**src/rtl/axis_rr_arbiter.sv**
```systemverilog
// Packet-level round-robin arbiter: NUM_REQ AXI-Stream sources share one master link, grant locked until tlast.
// Optional stall timeout enabled by defining AXIS_ARB_TIMEOUT_EN.
module axis_rr_arbiter #(
   parameter int unsigned  NUM_REQ        = 4,
   parameter int unsigned  TIMEOUT_CYCLES = 255,
   localparam int unsigned IDW            = $clog2(NUM_REQ)
) (
   input  logic                   axi_aclk,
   input  logic                   axi_aresetn,
   input  logic [NUM_REQ-1:0]     s_tvalid,
   input  logic [32*NUM_REQ-1:0]  s_tdata,
   input  logic [4*NUM_REQ-1:0]   s_tstrb,
   input  logic [4*NUM_REQ-1:0]   s_tkeep,
   input  logic [2*NUM_REQ-1:0]   s_tuser,
   input  logic [NUM_REQ-1:0]     s_tlast,
   output logic [NUM_REQ-1:0]     s_tready,
   output logic                   m_tvalid,
   output logic [31:0]            m_tdata,
   output logic [3:0]             m_tstrb,
   output logic [3:0]             m_tkeep,
   output logic [1:0]             m_tuser,
   output logic                   m_tlast,
   input  logic                   m_tready,
   output logic                   busy,
   output logic [IDW-1:0]         grant_id,
   output logic                   timeout_pulse
);

   if (NUM_REQ < 2 || NUM_REQ > 8) begin : g_bad_num_req
      $error("axis_rr_arbiter: NUM_REQ must be in 2..8");
   end
   if (TIMEOUT_CYCLES < 1) begin : g_bad_timeout
      $error("axis_rr_arbiter: TIMEOUT_CYCLES must be at least 1");
   end

   typedef enum logic {
      ST_IDLE,
      ST_LOCK
   } state_t;

   state_t           state_q, state_d;
   logic [IDW-1:0]   grant_q, grant_d;
   logic [IDW-1:0]   last_q, last_d;
   logic [IDW-1:0]   winner;

`ifdef AXIS_ARB_TIMEOUT_EN
   localparam int unsigned CNT_W = $clog2(TIMEOUT_CYCLES + 1);
   logic [CNT_W-1:0] cnt_q, cnt_d;
   logic             pulse_q, pulse_d;
`endif

   // Search starts one past the previous winner so every source is served within NUM_REQ packets.
   always_comb begin
      int unsigned idx;
      logic        found;
      idx    = 0;
      found  = 1'b0;
      winner = '0;
      for (int unsigned k = 1; k <= NUM_REQ; k++) begin
         idx = (32'(last_q) + k) % NUM_REQ;
         if (!found && s_tvalid[idx[IDW-1:0]]) begin
            winner = IDW'(idx);
            found  = 1'b1;
         end
      end
   end

   always_comb begin
      m_tvalid = 1'b0;
      m_tdata  = '0;
      m_tstrb  = '0;
      m_tkeep  = '0;
      m_tuser  = '0;
      m_tlast  = 1'b0;
      s_tready = '0;
      if (state_q == ST_LOCK) begin
         for (int unsigned i = 0; i < NUM_REQ; i++) begin
            if (grant_q == IDW'(i)) begin
               m_tvalid    = s_tvalid[i];
               m_tdata     = s_tdata[i*32 +: 32];
               m_tstrb     = s_tstrb[i*4 +: 4];
               m_tkeep     = s_tkeep[i*4 +: 4];
               m_tuser     = s_tuser[i*2 +: 2];
               m_tlast     = s_tlast[i];
               s_tready[i] = m_tready;
            end
         end
      end
   end

   always_comb begin
      state_d = state_q;
      grant_d = grant_q;
      last_d  = last_q;
`ifdef AXIS_ARB_TIMEOUT_EN
      cnt_d   = cnt_q;
      pulse_d = 1'b0;
`endif
      case (state_q)
         ST_IDLE: begin
`ifdef AXIS_ARB_TIMEOUT_EN
            cnt_d = '0;
`endif
            if (|s_tvalid) begin
               grant_d = winner;
               state_d = ST_LOCK;
            end
         end
         ST_LOCK: begin
            if (m_tvalid && m_tready && m_tlast) begin
               state_d = ST_IDLE;
               last_d  = grant_q;
            end
`ifdef AXIS_ARB_TIMEOUT_EN
            // Counter measures consecutive invalid cycles of the granted source only.
            if (cnt_q == CNT_W'(TIMEOUT_CYCLES)) begin
               state_d = ST_IDLE;
               last_d  = grant_q;
               cnt_d   = '0;
               pulse_d = 1'b1;
            end else if (m_tvalid) begin
               cnt_d = '0;
            end else begin
               cnt_d = cnt_q + 1'b1;
            end
`endif
         end
         default: state_d = ST_IDLE;
      endcase
   end

   always_ff @(posedge axi_aclk) begin
      if (!axi_aresetn) begin
         state_q <= ST_IDLE;
         grant_q <= '0;
         last_q  <= IDW'(NUM_REQ - 1);
`ifdef AXIS_ARB_TIMEOUT_EN
         cnt_q   <= '0;
         pulse_q <= 1'b0;
`endif
      end else begin
         state_q <= state_d;
         grant_q <= grant_d;
         last_q  <= last_d;
`ifdef AXIS_ARB_TIMEOUT_EN
         cnt_q   <= cnt_d;
         pulse_q <= pulse_d;
`endif
      end
   end

   assign busy     = (state_q == ST_LOCK);
   assign grant_id = grant_q;

`ifdef AXIS_ARB_TIMEOUT_EN
   assign timeout_pulse = pulse_q;
`else
   assign timeout_pulse = 1'b0;
`endif

endmodule

```
**config.mk**
```make
export PLATFORM = sky130hd
export DESIGN_NAME = axis_rr_arbiter
export DESIGN_NICKNAME = d
export VERILOG_FILES = /design/src/rtl/axis_rr_arbiter.sv
export SDC_FILE = /design/constraint.sdc
export NUM_CORES = 1
export LEC_CHECK = 0
export ABC_AREA = 1
export CAP_MARGIN = 20
export CORE_AREA = 2 2 89 91
export DETAILED_ROUTE_END_ITERATION = 12
export DIE_AREA = 0 0 91 93
export PLACE_DENSITY = 0.92
export SYNTH_ARGS = -nofsm -noshare
export SYNTH_HDL_FRONTEND = slang
export SYNTH_SLANG_ARGS = --single-unit
```
**constraint.sdc**
```tcl
create_clock -name axi_aclk -period 2.22 [get_ports axi_aclk]
set_clock_uncertainty 0.05 [all_clocks]
set_input_delay 0.555 -clock axi_aclk [delete_from_list [all_inputs] [get_ports axi_aclk]]
set_output_delay 0.555 -clock axi_aclk [all_outputs]
set_load 0.03 [all_outputs]
```
==> results of run 1 <==
## flip-flops by register name (all words and copies together) (netlist names)
register	count
last_q	2
grant_id	2
busy	1
## tightest hold or removal path: stages (launching register included)
cell,delay (ns)
sky130_fd_sc_hd__dfxtp_1,0.36
sky130_fd_sc_hd__nand2_1,0.10
sky130_fd_sc_hd__nand3_1,0.05
## area by class of cell
type	count	area, um^2	area share, %
Clock buffer	4	45.0	0.998
Timing Repair Buffer	241	2420	53.6
Multi-Input combinational cell	290	1660	36.9
Sequential cell	5	105	2.33
Inverter	39	151	3.35
Tap cell	102	128	2.83
## power by group
group | leakage (nW) | internal (mW) | switching [mW]
registers | 0.0422 | 0.0980 | 0.0163
logic | 2.01 | 0.671 | 0.717
clock network | 0.0228 | 0.123 | 0.0465
## stage by stage
step | hold slack [ns] | TNS [ns] | std cells | setup WS (ns)
2_1_floorplan | 0.456 | -0.231 | 362 | -0.0231
3_3_place_gp | 0.488 | 0 | 677 | 0.00900
3_5_place_dp | 0.502 | 0 | 677 | 0.00929
4_1_cts | 0.515 | 0 | 681 | 0.0122
5_1_grt | 0.568 | -0.0724 | 681 | -0.0582
6_report | 0.511 | 0 | 681 | 0.0342
## cells by family (layout without fill, tap and decap cells)
kind of cell	after synthesis	in the layout	share of synthesized area (%)
AND/OR/NAND/NOR	195	195	42.2
AO/OA/AOI/OAI	94	94	36.3
flip-flops	5	5	4.94
buffers and inverters	67	284	16.3
other	1	1	0.185
## cells in the mapped netlist (2+ instances only)
master                     instances
sky130_fd_sc_hd__nand2_2           3
sky130_fd_sc_hd__o21ai_2           2
sky130_fd_sc_hd__inv_2             6
sky130_fd_sc_hd__o211ai_1         22
sky130_fd_sc_hd__inv_1            31
sky130_fd_sc_hd__nor2_1           46
sky130_fd_sc_hd__nand4_1           4
sky130_fd_sc_hd__buf_6             7
sky130_fd_sc_hd__buf_2             8
sky130_fd_sc_hd__dfxtp_1           5
sky130_fd_sc_hd__nor2_2            4
sky130_fd_sc_hd__o221ai_2         19
sky130_fd_sc_hd__o21ai_1           3
sky130_fd_sc_hd__nand2_1          96
sky130_fd_sc_hd__o21ai_0          25
sky130_fd_sc_hd__nand3_2           3
sky130_fd_sc_hd__clkbuf_1          8
sky130_fd_sc_hd__a21oi_1          18
sky130_fd_sc_hd__nand3_1          32
sky130_fd_sc_hd__buf_4             4
sky130_fd_sc_hd__nor2_4            2
## what timing repair did
action,in CTS,in global routing
resized for setup,6,34
endpoints found under the setup margin,42,33
pin swaps,0,30
## worst min-delay path by stage
stage	startpoint	slack, ns	endpoint	depth (start not counted)
floorplan	last_q[1]	0.46	last_q[1]	2
global placement	last_q[1]	0.49	last_q[1]	2
detailed placement	last_q[1]	0.50	last_q[1]	2
CTS	last_q[1]	0.52	last_q[1]	2
global route	last_q[1]	0.57	last_q[1]	2
finish	last_q[1]	0.51	last_q[1]	2
## per-layer routing
layer  routed length, um  up-vias
li1                    -     1661
met1                4070     1563
met2                5610      179
met3                 812       26
met4                 286        0
met5                   0        -
==> reports/qor.yml, run 1 <==
critical_path:
  cp.depth: 6
  r2r_end: "last_q[1]"
  crit_path_cell_trace: "clkdlybuf4s50_1, nor2_1, nor2_1, o221ai_2, a21oi_2, buf_4"
  path_delay_family: "buffers and inverters"
  endpoint_kind: "primary output"
  critPathMostFrequentCell: "sky130_fd_sc_hd__nor2_1"
  reg2reg_from: "grant_id[0]"
  r2r_setup_slack_ns: 0.56
  crit_path_max_incr_delay_ns: 0.45
  worst-r2r-cell-count: 11
  crit_arrival_ns: 1.58
  class_of_the_most_critical_setup_path: "in2out"
  timing.critical_path.fanout_max: 1
  worst-endpoint-required_ns: 1.62
  critPathCapture: "m_tdata[3]"
  critical_path.startpoint_type: "primary input"
  crit_buf_inv: 2
  setup.worst_path.start: "s_tdata[35]"
  cp_max_stage_cell: "sky130_fd_sc_hd__clkdlybuf4s50_1"
detailed_routing:
  drt_first_iter_violations: 122
  drt_antenna_net_count: 0
  detailroute.via_count: 3429
  route.detailed.drc: 0
  wirelength_um: 10800
  routedWlPerCell_um: 15.8
  drt_pass1_iterations: 5
  viasPerCell: 5.04
clock_network:
  cts.root.buffer_cell: "sky130_fd_sc_hd__clkbuf_8"
  clock_latency_ns: 0.22
  cts-buffers-inserted: 3
  cts-hold-fix-buffers: 0
  cts_tree: "yes"
  clkTransAtPathRegs_ns: 0.03
  clock_tree.htree_level_count: 1
  cts.path.max_buffers: 2
  number_of_sinks_on_the_clock_net: 5
  postCtsSetupBuffers: 0
sta:
  finalSetupViolCount: 0
  post-route-period-util_pct: 98.5
  final-hold-violation-count: 0
  min_period_ns: 2.19
  timing.final.max_slew_violations: 0
  maxClockFrequency_mhz: 457
grt:
  grt_max_degree: 40
  grt_use_met2_pct: 43.5
  grtUsageMet1_pct: 26.7
  grt_antenna_before_repair: 0
  grt_use_met3_pct: 5.08
  first_global_vias: 3292
  gr-total-overflow: 0
  grtUsageTotal_pct: 23.2
  grt_busiest_layer: "met2"
  grt_first_pass_wirelength_um: 16300
synthesis:
  synth_sequential_area_ratio_pct: 4.94
  synth_flop_cell: "sky130_fd_sc_hd__dfxtp_1"
  synth_largest_area_cell: "sky130_fd_sc_hd__nand2_1"
  post_synth.cell_area_avg_um2: 5.60
  ys_top_cells_by_area: "sky130_fd_sc_hd__nand2_1 18%, sky130_fd_sc_hd__o221ai_2 14%, sky130_fd_sc_hd__nor2_1 8.5%, sky130_fd_sc_hd__o211ai_1 8.1%, sky130_fd_sc_hd__nand3_1 7.9%"
  synth_async_sr_flop_share_pct: 0
  netlist_area_um2: 2030
  synth_largest_type_area_fraction_pct: 17.8
  synth_nets: 541
  synth.lib_cells_used.distinct: 35
  synth_seq_cells: 5
  yosys_warnings: 0
  synthCells: 362
  synth_enable_flop_cells: 0
power_and_ir_drop:
  total_leakage_power_nw: 2.07
  total_power_mw: 1.67
  worst_ir_drop_vdd_uv: 280
  power_density_nw_per_um2: 370
finish:
  layout.cells.most_common_list: "164 x sky130_fd_sc_hd__clkdlybuf4s50_1, 96 x sky130_fd_sc_hd__nand2_1, 46 x sky130_fd_sc_hd__nor2_1"
  post-route-cell-area_um2: 4510
  postLayoutCoreUtil_pct: 60.0
  final.fill_count: 674
  fin_nets: 759
  final_common_cell: "sky130_fd_sc_hd__clkdlybuf4s50_1"
  antenna-diode-count: 0
  layout-area-overhead-vs-synth_pct: 123
  final_layout_size_suffix_gt1_share_pct: 22.3
floorplanning:
  rows: 32
  initial_utilization_pct: 26.9
  die_x_um: 91
  core_um2: 7530
  fp.dieArea_um2: 8460
  ios: 231
  fp.dieH_um: 93
placed_design:
  detailed_place.area_um2: 4360
  gp_congestion: 0.890
  io_buffers: 229
  dp_hpwl_um: 8180
job:
  max_cap_violations: 0
worst_hold_path:
  hp-class: "reg2reg"
status:
  run_status: "finished, final reports clean"
Power figures use the tool's default switching activity.
==> run 2: changes to the inputs <==
--- a/config.mk
+++ b/config.mk
@@ -8,6 +8,7 @@
 export ABC_AREA = 1
 export CAP_MARGIN = 20
 export CORE_AREA = 2 2 89 91
+export CTS_BUF_LIST = sky130_fd_sc_hd__clkbuf_16
 export DETAILED_ROUTE_END_ITERATION = 12
 export DIE_AREA = 0 0 91 93
 export PLACE_DENSITY = 0.92
==> run 2 against run 1 <==
Against the previous run: final area increased by 0.75%; critical path type is now reg2out; power increased by 7.7%; highest routed layer unchanged; core utilization increased by 0.45 points; clock power increased by 75%; largest power group unchanged; global-route usage increased by 0.10 points; sequential cell count unchanged; fmax decreased by 0.53%; sequential share of layout area about the same; routed wire length increased by 0.11%.
==> reports/qor.yml, run 2 (synthesized netlist as in run 1, its figures left out) <==
clock_network:
  cts.path.max_buffers: 2  # unchanged
  postCtsSetupBuffers: 0  # unchanged
  number_of_sinks_on_the_clock_net: 5  # unchanged
  clock_latency_ns: 0.23  # about the same
  cts-buffers-inserted: 3  # unchanged
  cts.root.buffer_cell: "sky130_fd_sc_hd__clkbuf_16"
  clkTransAtPathRegs_ns: 0.03  # about the same
  clock_tree.htree_level_count: 1  # unchanged
  cts-hold-fix-buffers: 0  # unchanged
  cts_tree: "yes"
power_and_ir_drop:
  worst_ir_drop_vdd_uv: 347  # +24%
  total_power_mw: 1.80  # +7.7%
  power_density_nw_per_um2: 396  # +6.9%
  total_leakage_power_nw: 2.09  # +0.94%
grt:
  gr-total-overflow: 0  # unchanged
  grtUsageTotal_pct: 23.3  # +0.10 points
  first_global_vias: 3274  # -0.55%
  grt_antenna_before_repair: 0  # unchanged
  grt_max_degree: 40  # unchanged
  grt_first_pass_wirelength_um: 16200  # about the same
placed_design:
  post-place-ws_ns: 0.00929  # unchanged
  gp_congestion: 0.890  # unchanged
  detailed_place.area_um2: 4360  # unchanged
  io_buffers: 229  # unchanged
  dp_hpwl_um: 8180  # unchanged
  dpl.cell_count: 677  # unchanged
sta:
  finalSetupViolCount: 0  # unchanged
  hold-worst-slack_ns: 0.505  # -0.00646 ns
  final-hold-violation-count: 0  # unchanged
  postLayoutSetupSlackWorst_ns: 0.0226  # -0.0116 ns
  post-route-period-util_pct: 99.0  # +0.52 points
  timing.final.max_slew_violations: 0  # unchanged
  finalSetupTns_ns: 0  # unchanged
  min_period_ns: 2.20  # +0.0116 ns
  maxClockFrequency_mhz: 455  # -0.53%
detailed_routing:
  drt_pass1_iterations: 5  # unchanged
  routedWlPerCell_um: 15.8  # +0.11%
  detailroute.via_count: 3419  # -0.29%
  drt_first_iter_violations: 132  # +8.2%
  viasPerCell: 5.02  # -0.29%
  route.detailed.drc: 0  # unchanged
  drt_antenna_net_count: 0  # unchanged
  wirelength_um: 10800  # +0.11%
critical_path:
  critPathMostFrequentCell: "sky130_fd_sc_hd__nor2_1"
  reg2reg_from: "grant_id[0]"
  crit_path_max_incr_delay_ns: 0.37  # -0.08 ns
  endpoint_kind: "primary output"
  path_delay_family: "buffers and inverters"
  r2r_end: "last_q[1]"
  crit_buf_inv: 3  # +1
  timing.critical_path.fanout_max: 20  # +19
  cp.depth: 7  # +1
  crit_arrival_ns: 1.59  # about the same
  worst-endpoint-required_ns: 1.62  # about the same
  r2r_setup_slack_ns: 0.56  # about the same
  cp_max_stage_cell: "sky130_fd_sc_hd__dfxtp_4"
  crit_path_cell_trace: "inv_2, buf_12, nor2_1, nor2_1, o221ai_2, a21oi_2, buf_6"
  class_of_the_most_critical_setup_path: "reg2out"
  critical_path.startpoint_type: "register"
  worst-r2r-cell-count: 11  # unchanged
finish:
  antenna-diode-count: 0  # unchanged
  layout.cells.most_common_list: "164 x sky130_fd_sc_hd__clkdlybuf4s50_1, 96 x sky130_fd_sc_hd__nand2_1, 46 x sky130_fd_sc_hd__nor2_1"
  layout-area-overhead-vs-synth_pct: 124
  postLayoutCoreUtil_pct: 60.4  # +0.45 points
  final_layout_size_suffix_gt1_share_pct: 22.3  # unchanged
  post-route-cell-area_um2: 4550  # +0.75%
  fin_nets: 759  # unchanged
  final_common_cell: "sky130_fd_sc_hd__clkdlybuf4s50_1"
  stdcell_count: 681  # unchanged
worst_hold_path:
  hold-path-cell-count: 2  # unchanged
  min_from: "last_q[1]"
  worst_hold_endpoint: "last_q[1]"
  hp-class: "reg2reg"
status:
  run_status: "finished, final reports clean"
floorplanning:
  ios: 231  # unchanged
  core_um2: 7530  # unchanged
  die_x_um: 91  # unchanged
  fp.dieArea_um2: 8460  # unchanged
  fp.dieH_um: 93  # unchanged
  initial_utilization_pct: 26.9  # unchanged
  rows: 32  # unchanged
job:
  max_cap_violations: 0  # unchanged
==> run 2: how the worst max path moves through the flow <==
stage,from,end
global placement,s_tdata[55],m_tdata[23]
detailed placement,s_tdata[55],m_tdata[23]
finish,grant_id[0],m_tdata[5]
CTS,s_tkeep[4],m_tkeep[0]
global route,grant_id[0],m_tdata[5]
floorplan,busy,m_tdata[0]
==> run 2: cell type report <==
type                       count  area, um^2
fill                         678        2980
timing repair buffer         241        2420
multi-input combinational    290        1660
inverter                      39         151
tap                          102         128
sequential                     5         105
clock buffer                   3        75.1
clock inverter                 1        3.75
==> run 2: metal layers <==
layer | vias to the layer above | routed length (um) | part of all wire (%) | global-route usage [%]
met1 | 1568 | 4080 | 38 | 26.5
met5 | - | 0 | 0 | 0
met3 | 27 | 767 | 7.1 | 4.83
met4 | 0 | 308 | 2.9 | 7.32
met2 | 164 | 5640 | 52 | 43.5
li1 | 1660 | - | - | -
==> run 2: repair_timing <==
item / CTS / global route
pin swaps: 0 / 30
endpoints found under the setup margin: 43 / 34
gates resized for setup: 5 / 35
cloned: 0 / 0
==> run 2: power by group <==
group | switching (mW) | total (mW) | internal, mW
Sequential | 0.0164 | 0.114 | 0.0980
Clock | 0.0647 | 0.298 | 0.234
Combinational | 0.716 | 1.39 | 0.671
Total | 0.797 | 1.80 | 1.00
==> run 2: worst register-to-register path, delay by kind of cell (launching register included) <==
family / cells / cell delay (ns)
buffers and inverters: 4 / 0.47
DFF: 1 / 0.39
and+or+nand+nor: 7 / 0.64
==> run 3: changes to the inputs <==
--- a/config.mk
+++ b/config.mk
@@ -6,7 +6,7 @@
 export NUM_CORES = 1
 export LEC_CHECK = 0
 export ABC_AREA = 1
-export CAP_MARGIN = 20
+export CAP_MARGIN = 0
 export CORE_AREA = 2 2 89 91
 export CTS_BUF_LIST = sky130_fd_sc_hd__clkbuf_16
 export DETAILED_ROUTE_END_ITERATION = 12
==> results of run 3 <==
The final DEF is identical to that of run 2; final timing and power are the same.
